<file path="config.mk">
export PLATFORM = sky130hd
export DESIGN_NAME = cond_unit
export DESIGN_NICKNAME = d
export VERILOG_FILES = /design/src/rtl/cond_unit.sv
export SDC_FILE = /design/constraint.sdc
export NUM_CORES = 1
export LEC_CHECK = 0
export BUFFER_PORTS_ARGS = -buffer_cell sky130_fd_sc_hd__buf_2
export CAP_MARGIN = 5
export CORE_ASPECT_RATIO = 0.6
export CORE_MARGIN = 3
export CORE_UTILIZATION = 55
export DETAILED_ROUTE_END_ITERATION = 10
export PLACE_DENSITY = 0.9
export SYNTH_ARGS = -nofsm -noshare
export SYNTH_HDL_FRONTEND = slang
export SYNTH_SLANG_ARGS = --single-unit
</file>
<file path="constraint.sdc">
create_clock -name clk -period 5.3 [get_ports clk]
set_clock_uncertainty 0.05 [all_clocks]
set_input_delay 0.795 -clock clk [delete_from_list [all_inputs] [get_ports clk]]
set_output_delay 0.795 -clock clk [all_outputs]
set_load 0.1 [all_outputs]
</file>
<file path="src/rtl/cond_unit.sv">
`default_nettype none
// ============================================================================
// Module      : cond_unit
// Description : ARM-style conditional-execution unit. Holds NUM_BANKS NZCV
//               flag registers, evaluates the instruction condition against
//               the selected bank, gates RegWrite/MemWrite/PCSrc, updates
//               flags for executed flag-setting instructions, and sequences
//               IT-block predication for up to MAX_IT_LEN instructions.
// Revision    : 1.0 - initial release
// ----------------------------------------------------------------------------
// Ports
//   clk, reset        : clock, synchronous active-high reset
//   valid_i           : instruction present this cycle
//   stall_i           : hold all state (outputs still track inputs)
//   flush_i           : kill current instruction, abandon any IT block
//   cond_i            : instruction condition field
//   alu_flags_i       : ALU flags packed {C,N,V,Z}
//   flag_write_i      : [1] writes N,Z   [0] writes C,V
//   bank_sel_i        : flag bank for evaluate and update
//   reg_write_i, mem_write_i, pc_src_i : ungated control
//   it_start_i, it_cond_i, it_len_i, it_then_i : IT instruction fields
//   cond_ex_o         : instruction executes
//   reg_write_o, mem_write_o, pc_src_o : gated control
//   undef_o           : effective condition is 1111
//   it_active_o       : IT block in progress
//   it_err_o          : one-cycle pulse after an IT inside an IT block
//   flags_o           : selected bank flags {C,N,V,Z}
// ============================================================================
module cond_unit #(
  parameter  int NUM_BANKS  = 2,
  parameter  int MAX_IT_LEN = 4,
  parameter  int REG_OUT    = 0,
  localparam int BANK_W     = (NUM_BANKS > 1) ? $clog2(NUM_BANKS) : 1,
  localparam int LEN_W      = $clog2(MAX_IT_LEN + 1)
) (
  input  logic                  clk,
  input  logic                  reset,
  input  logic                  valid_i,
  input  logic                  stall_i,
  input  logic                  flush_i,
  input  logic [3:0]            cond_i,
  input  logic [3:0]            alu_flags_i,
  input  logic [1:0]            flag_write_i,
  input  logic [BANK_W-1:0]     bank_sel_i,
  input  logic                  reg_write_i,
  input  logic                  mem_write_i,
  input  logic                  pc_src_i,
  input  logic                  it_start_i,
  input  logic [3:0]            it_cond_i,
  input  logic [LEN_W-1:0]      it_len_i,
  input  logic [MAX_IT_LEN-1:0] it_then_i,
  output logic                  cond_ex_o,
  output logic                  reg_write_o,
  output logic                  mem_write_o,
  output logic                  pc_src_o,
  output logic                  undef_o,
  output logic                  it_active_o,
  output logic                  it_err_o,
  output logic [3:0]            flags_o
);

  // Flag bit positions inside the packed {C,N,V,Z} word.
  localparam int FC = 3;
  localparam int FN = 2;
  localparam int FV = 1;
  localparam int FZ = 0;

  localparam logic [LEN_W-1:0] LEN_ONE = LEN_W'(1);
  localparam logic [LEN_W-1:0] LEN_MAX = LEN_W'(MAX_IT_LEN);

  typedef enum logic [0:0] {
    IDLE      = 1'b0,
    IT_ACTIVE = 1'b1
  } it_state_t;

  // --------------------------------------------------------------------------
  // Condition evaluation. Odd encodings are the inverse of the even one below
  // them; 1110 (AL) is always true. 1111 is handled separately as undefined.
  // --------------------------------------------------------------------------
  function automatic logic cond_pass(input logic [3:0] c, input logic [3:0] f);
    logic base;
    logic ge;
    ge = (f[FN] == f[FV]);
    case (c[3:1])
      3'b000:  base = f[FZ];
      3'b001:  base = f[FC];
      3'b010:  base = f[FN];
      3'b011:  base = f[FV];
      3'b100:  base = f[FC] & ~f[FZ];
      3'b101:  base = ge;
      3'b110:  base = ~f[FZ] & ge;
      default: base = 1'b1;
    endcase
    if (c[3:1] == 3'b111) begin
      cond_pass = 1'b1;
    end else begin
      cond_pass = base ^ c[0];
    end
  endfunction

  // --------------------------------------------------------------------------
  // State
  // --------------------------------------------------------------------------
  logic [3:0]            bank_flags [NUM_BANKS];
  it_state_t             state_q;
  it_state_t             state_d;
  logic [LEN_W-1:0]      slot_q;
  logic [LEN_W-1:0]      slot_d;
  logic [LEN_W-1:0]      len_q;
  logic [LEN_W-1:0]      len_d;
  logic [3:0]            base_q;
  logic [3:0]            base_d;
  logic [MAX_IT_LEN-1:0] then_q;
  logic [MAX_IT_LEN-1:0] then_d;
  logic                  it_err_q;

  // --------------------------------------------------------------------------
  // Combinational decode
  // --------------------------------------------------------------------------
  logic                  active;
  logic                  live;
  logic                  accept;
  logic                  is_it_instr;
  logic                  then_bit;
  logic [3:0]            eff_cond;
  logic                  eff_undef;
  logic [3:0]            cur_flags;
  logic                  cond_ex_c;
  logic                  undef_c;
  logic                  reg_write_c;
  logic                  mem_write_c;
  logic                  pc_src_c;
  logic                  flag_we;
  logic [LEN_W-1:0]      len_clamped;
  logic                  last_slot;

  assign active      = (state_q == IT_ACTIVE);
  assign live        = valid_i & ~flush_i;
  assign accept      = live & ~stall_i;
  // An IT inside an active block is treated as an ordinary slot instruction.
  assign is_it_instr = ~active & it_start_i;

  // Read-side bank mux; an out-of-range select reads zero.
  always_comb begin
    cur_flags = 4'b0000;
    for (int b = 0; b < NUM_BANKS; b++) begin
      if (bank_sel_i == BANK_W'(b)) begin
        cur_flags = bank_flags[b];
      end
    end
  end

  // Then-mask bit for the current slot, selected by compare to avoid an
  // index wider than the mask.
  always_comb begin
    then_bit = 1'b0;
    for (int k = 0; k < MAX_IT_LEN; k++) begin
      if (slot_q == LEN_W'(k)) begin
        then_bit = then_q[k];
      end
    end
  end

  always_comb begin
    eff_cond = cond_i;
    if (active) begin
      if ((slot_q == '0) || then_bit) begin
        eff_cond = base_q;
      end else begin
        eff_cond = {base_q[3:1], ~base_q[0]};
      end
    end
  end

  // The IT instruction itself always executes regardless of cond_i.
  assign eff_undef   = (eff_cond == 4'b1111) & ~is_it_instr;
  assign cond_ex_c   = live & (is_it_instr | (~eff_undef & cond_pass(eff_cond, cur_flags)));
  assign undef_c     = live & eff_undef;
  assign reg_write_c = reg_write_i & cond_ex_c;
  assign mem_write_c = mem_write_i & cond_ex_c;
  assign pc_src_c    = pc_src_i & cond_ex_c;
  assign flag_we     = accept & cond_ex_c;

  assign len_clamped = (it_len_i == '0)     ? LEN_ONE :
                       (it_len_i > LEN_MAX) ? LEN_MAX : it_len_i;
  assign last_slot   = (slot_q == LEN_W'(len_q - LEN_ONE));

  // --------------------------------------------------------------------------
  // Flag banks: only the selected bank is written, and only for an accepted,
  // executed instruction. Evaluation above sees the pre-update value.
  // --------------------------------------------------------------------------
  for (genvar gb = 0; gb < NUM_BANKS; gb++) begin : g_bank
    always_ff @(posedge clk) begin
      if (reset) begin
        bank_flags[gb] <= 4'b0000;
      end else if (flag_we && (bank_sel_i == BANK_W'(gb))) begin
        if (flag_write_i[1]) begin
          bank_flags[gb][FN] <= alu_flags_i[FN];
          bank_flags[gb][FZ] <= alu_flags_i[FZ];
        end
        if (flag_write_i[0]) begin
          bank_flags[gb][FC] <= alu_flags_i[FC];
          bank_flags[gb][FV] <= alu_flags_i[FV];
        end
      end
    end
  end

  // --------------------------------------------------------------------------
  // IT sequencer
  // --------------------------------------------------------------------------
  always_ff @(posedge clk) begin
    if (reset) begin
      state_q  <= IDLE;
      slot_q   <= '0;
      len_q    <= LEN_ONE;
      base_q   <= 4'b0000;
      then_q   <= '0;
      it_err_q <= 1'b0;
    end else begin
      state_q  <= state_d;
      slot_q   <= slot_d;
      len_q    <= len_d;
      base_q   <= base_d;
      then_q   <= then_d;
      it_err_q <= accept & active & it_start_i;
    end
  end

  always_comb begin
    state_d = state_q;
    slot_d  = slot_q;
    len_d   = len_q;
    base_d  = base_q;
    then_d  = then_q;
    // Flush wins over stall and over a simultaneous IT start.
    if (flush_i) begin
      state_d = IDLE;
      slot_d  = '0;
    end else if (accept) begin
      case (state_q)
        IDLE: begin
          if (it_start_i) begin
            state_d = IT_ACTIVE;
            slot_d  = '0;
            len_d   = len_clamped;
            base_d  = it_cond_i;
            then_d  = it_then_i;
          end
        end
        IT_ACTIVE: begin
          if (last_slot) begin
            state_d = IDLE;
            slot_d  = '0;
          end else begin
            slot_d  = slot_q + LEN_ONE;
          end
        end
        default: begin
          state_d = IDLE;
          slot_d  = '0;
        end
      endcase
    end
  end

  // --------------------------------------------------------------------------
  // Outputs
  // --------------------------------------------------------------------------
  assign it_active_o = active;
  assign it_err_o    = it_err_q;
  assign flags_o     = cur_flags;

  if (REG_OUT != 0) begin : g_reg_out
    always_ff @(posedge clk) begin
      if (reset || flush_i) begin
        cond_ex_o   <= 1'b0;
        undef_o     <= 1'b0;
        reg_write_o <= 1'b0;
        mem_write_o <= 1'b0;
        pc_src_o    <= 1'b0;
      end else if (!stall_i) begin
        cond_ex_o   <= cond_ex_c;
        undef_o     <= undef_c;
        reg_write_o <= reg_write_c;
        mem_write_o <= mem_write_c;
        pc_src_o    <= pc_src_c;
      end
    end
  end else begin : g_comb_out
    assign cond_ex_o   = cond_ex_c;
    assign undef_o     = undef_c;
    assign reg_write_o = reg_write_c;
    assign mem_write_o = mem_write_c;
    assign pc_src_o    = pc_src_c;
  end

endmodule
`default_nettype wire

</file>
==> results_dict.tcl <==
set metrics [dict create \
    outcome "finished, final reports clean" \
    routed_wl_mm 3.51 \
    worstSetupPathType "reg -> out" \
    synth.top_cell.area_share_pct 21.1 \
    grt_start_max_net_pins 17 \
    use_met2_pct 37.4 \
    seqCellArea_um2 541 \
    clk_latency_ns 0.28 \
    synthAdderAreaFrac_pct 5.27 \
    grt_util_met3_pct 5.51 \
    initial_utilization_pct 61.7 \
    gp_congestion 0.888 \
    row_count 13 \
    synth_top_family_by_area "simple AND/OR/NAND/NOR gates" \
    finalHoldViolCount 0 \
    grt_antenna_before_repair 0 \
    report.final.slew_viol_count 0 \
    cp-end-kind "output pin" \
    dieArea_um2 3260 \
    synth-simple-area-share_pct 24.8 \
    path_max_fanout 16 \
    muxShareOfSynthArea_pct 10.4 \
    globalRouteTotalUtil_pct 22.3 \
    die_h_um 45.4 \
    clock_path_buffers 2 \
    vias 1315 \
    core_um2 2310 \
    die_width_um 71.7 \
    synth-seq-cells 23 \
    power.density_nw_per_um2 232 \
    arrival_ns 3.14 \
    area_delta_synth_final_pct 16.2 \
    p_leak_nw 0.684 \
    worst_setup_path_start_kind "flop" \
    drt_iter0_markers 115 \
    drv_cap 0 \
    met1_usage_pct 29.5 \
    drcViolationCount 0 \
    fillers 191 \
    syn-mean-instance-area_um2 8.91 \
    ys_seq_area_share_pct 37.9 \
    holdWs_ns 0.407 \
    wl_per_cell_um 15.5 \
    syn_nets 197 \
    gr-max-usage-layer "met2" \
    post_cts_buffers 0 \
    drtAntennaViolNets 0 \
    setup_viol 0 \
    grt_overflow 0 \
    period_minus_slack_ns 3.98 \
    boundaryPins 42 \
    worstMarginPinSlew_ns 0.715 \
    synthCells 160 \
    synth_compound_area_share_pct 13.2 \
    grt_pass1_wl_mm 5.43 \
    clock-sinks 23 \
    clock.fmax_mhz 251 \
    ys.warnings.count 0 \
    syn-cell-area_um2 1430 \
    firstDrtPassIters 4 \
    h-tree-depth 1 \
    avgViaCountPerCell 5.82 \
    path_clk_slew_ns 0.08 \
    synth_edf_count 8 \
    relSlewSlack_pct 51.4 \
    fin_util_pct 71.7 \
    required_ns 4.45 \
    cts_buffers 3 \
    yosys_most_used_dff "dfxtp_1" \
    grt_pass1_vias 1220 \
    cts.repair.resized 0 \
    cts-root-buf "clkbuf_8" \
    synth-xor-area-share_pct 2.46 \
    grt_setup_unrepaired "false" \
    yosys.area.top_type "dfxtp_1" \
    hold_buffers 0 \
    antenna_cells 0 \
    drive_above_1_share_pct 27.6 \
    synth.area.top_cells "dfxtp_1, edfxtp_1, nand2_1" \
    port_buffers 40 \
    fin_crit_sh_pct 75.2 \
    power_mw 0.384 \
    cts_tree "built" \
    ir_drop_mv 0.145 \
    nets 234 \
    async_flop_share_pct 0 \
    multi_input_area_um2 798 \
    synth_cell_types 41 \
    placed_cell_area_um2 1610 \
    fin_area_um2 1660 \
    dpl.hpwl_mm 2.76 \
    hp-class "reg -> reg" \
]
## final timing paths
kind / cells after the start / slack, ns / endpoint / start
hold reg to reg: 2 / 0.41 / base_q[1] / base_q[1]
hold / removal: 2 / 0.41 / base_q[1] / base_q[1]
setup / recovery: 7 / 1.32 / reg_write_o / it_active_o
setup reg to reg: 6 / 2.20 / bank_flags[1][2] / it_active_o
## metrics by stage
step	instances	worst slack, ns	setup TNS, ns
5_1_grt	226	1.05	0
4_1_cts	226	1.35	0
3_3_place_gp	222	1.44	0
3_5_place_dp	222	1.37	0
6_report	226	1.32	0
2_1_floorplan	160	-0.307	-0.922
## cell usage in the layout, fill, tap and decap left out, types with 2 or more instances in the layout
master    synthesis  routed
edfxtp_1          8       8
dfxtp_1          15      15
nor2b_1           2       2
mux2_2            5       5
nor3b_1           4       4
nand3b_1          2       2
o21ai_0           6       6
clkbuf_8          0       3
ha_1              6       6
inv_1             9       9
nand2b_1          2       2
mux2i_1           4       4
nand2_1          30      30
a21oi_1          12      12
nand3_1           5       5
buf_2             0      40
xor2_1            3       3
nor4_1            4       4
nor3_1            8       8
a22oi_1           2       2
nor2_1            5       5
## state kept, by name, summed over array words and instances (netlist names)
| name | count |
|---|---|
| len_q | 3 |
| bank_flags | 8 |
| slot_q | 3 |
| it_err_o | 1 |
| it_active_o | 1 |
| base_q | 4 |
| then_q | 3 |
## cells in the mapped netlist (2+ instances only)
cell type	number
nor3_1	8
ha_1	6
dfxtp_1	15
nand2_1	30
inv_1	9
buf_6	3
nor3b_1	4
nor2_1	5
nand2b_1	2
a21oi_1	12
o21ai_0	6
mux2i_1	4
mux2_2	5
clkbuf_1	5
nand3b_1	2
xor2_1	3
edfxtp_1	8
nor4_1	4
a22oi_1	2
nand3_1	5
nor2b_1	2
## kinds of logic (layout without fill, tap and decap cells)
| kind of cell | count (synthesis) | count (layout) |
|---|---|---|
| simple gates | 69 | 69 |
| compound gates | 29 | 29 |
| flops | 23 | 23 |
| xor+xnor | 4 | 4 |
| buf+inv | 17 | 53 |
| mux | 12 | 12 |
| fa+ha+maj | 6 | 6 |
## power breakdown
part | switching (mW) | internal [mW]
combinational | 0.0585 | 0.0248
clock | 0.0595 | 0.0527
sequential | 0.00227 | 0.186
total | 0.120 | 0.264
## cell type report
class / instances / area share [%]
flip-flops and latches: 23 / 32.6
multi-input cells: 120 / 48.2
clock buffers: 3 / 2.49
repair buffers: 40 / 12.1
inverters: 9 / 2.04
well taps: 30 / 2.27
clock inverters: 1 / 0.302
## routing by layer
metal / up-vias / routed length (um)
met4: 0 / 53
met3: 8 / 372
li1: 650 / -
met2: 71 / 1540
met1: 586 / 1540
met5: - / 0
## worst max-delay path, cell delays in order (launching register included)
cell and delay, ns:
dfxtp_1 0.60, mux2i_1 0.47, and4b_1 0.27, a211oi_1 0.06, o32ai_2 0.35, mux2i_2 0.68, nor3b_1 0.11, buf_2 0.32
Note: power is estimated with default switching activity, not from simulation.
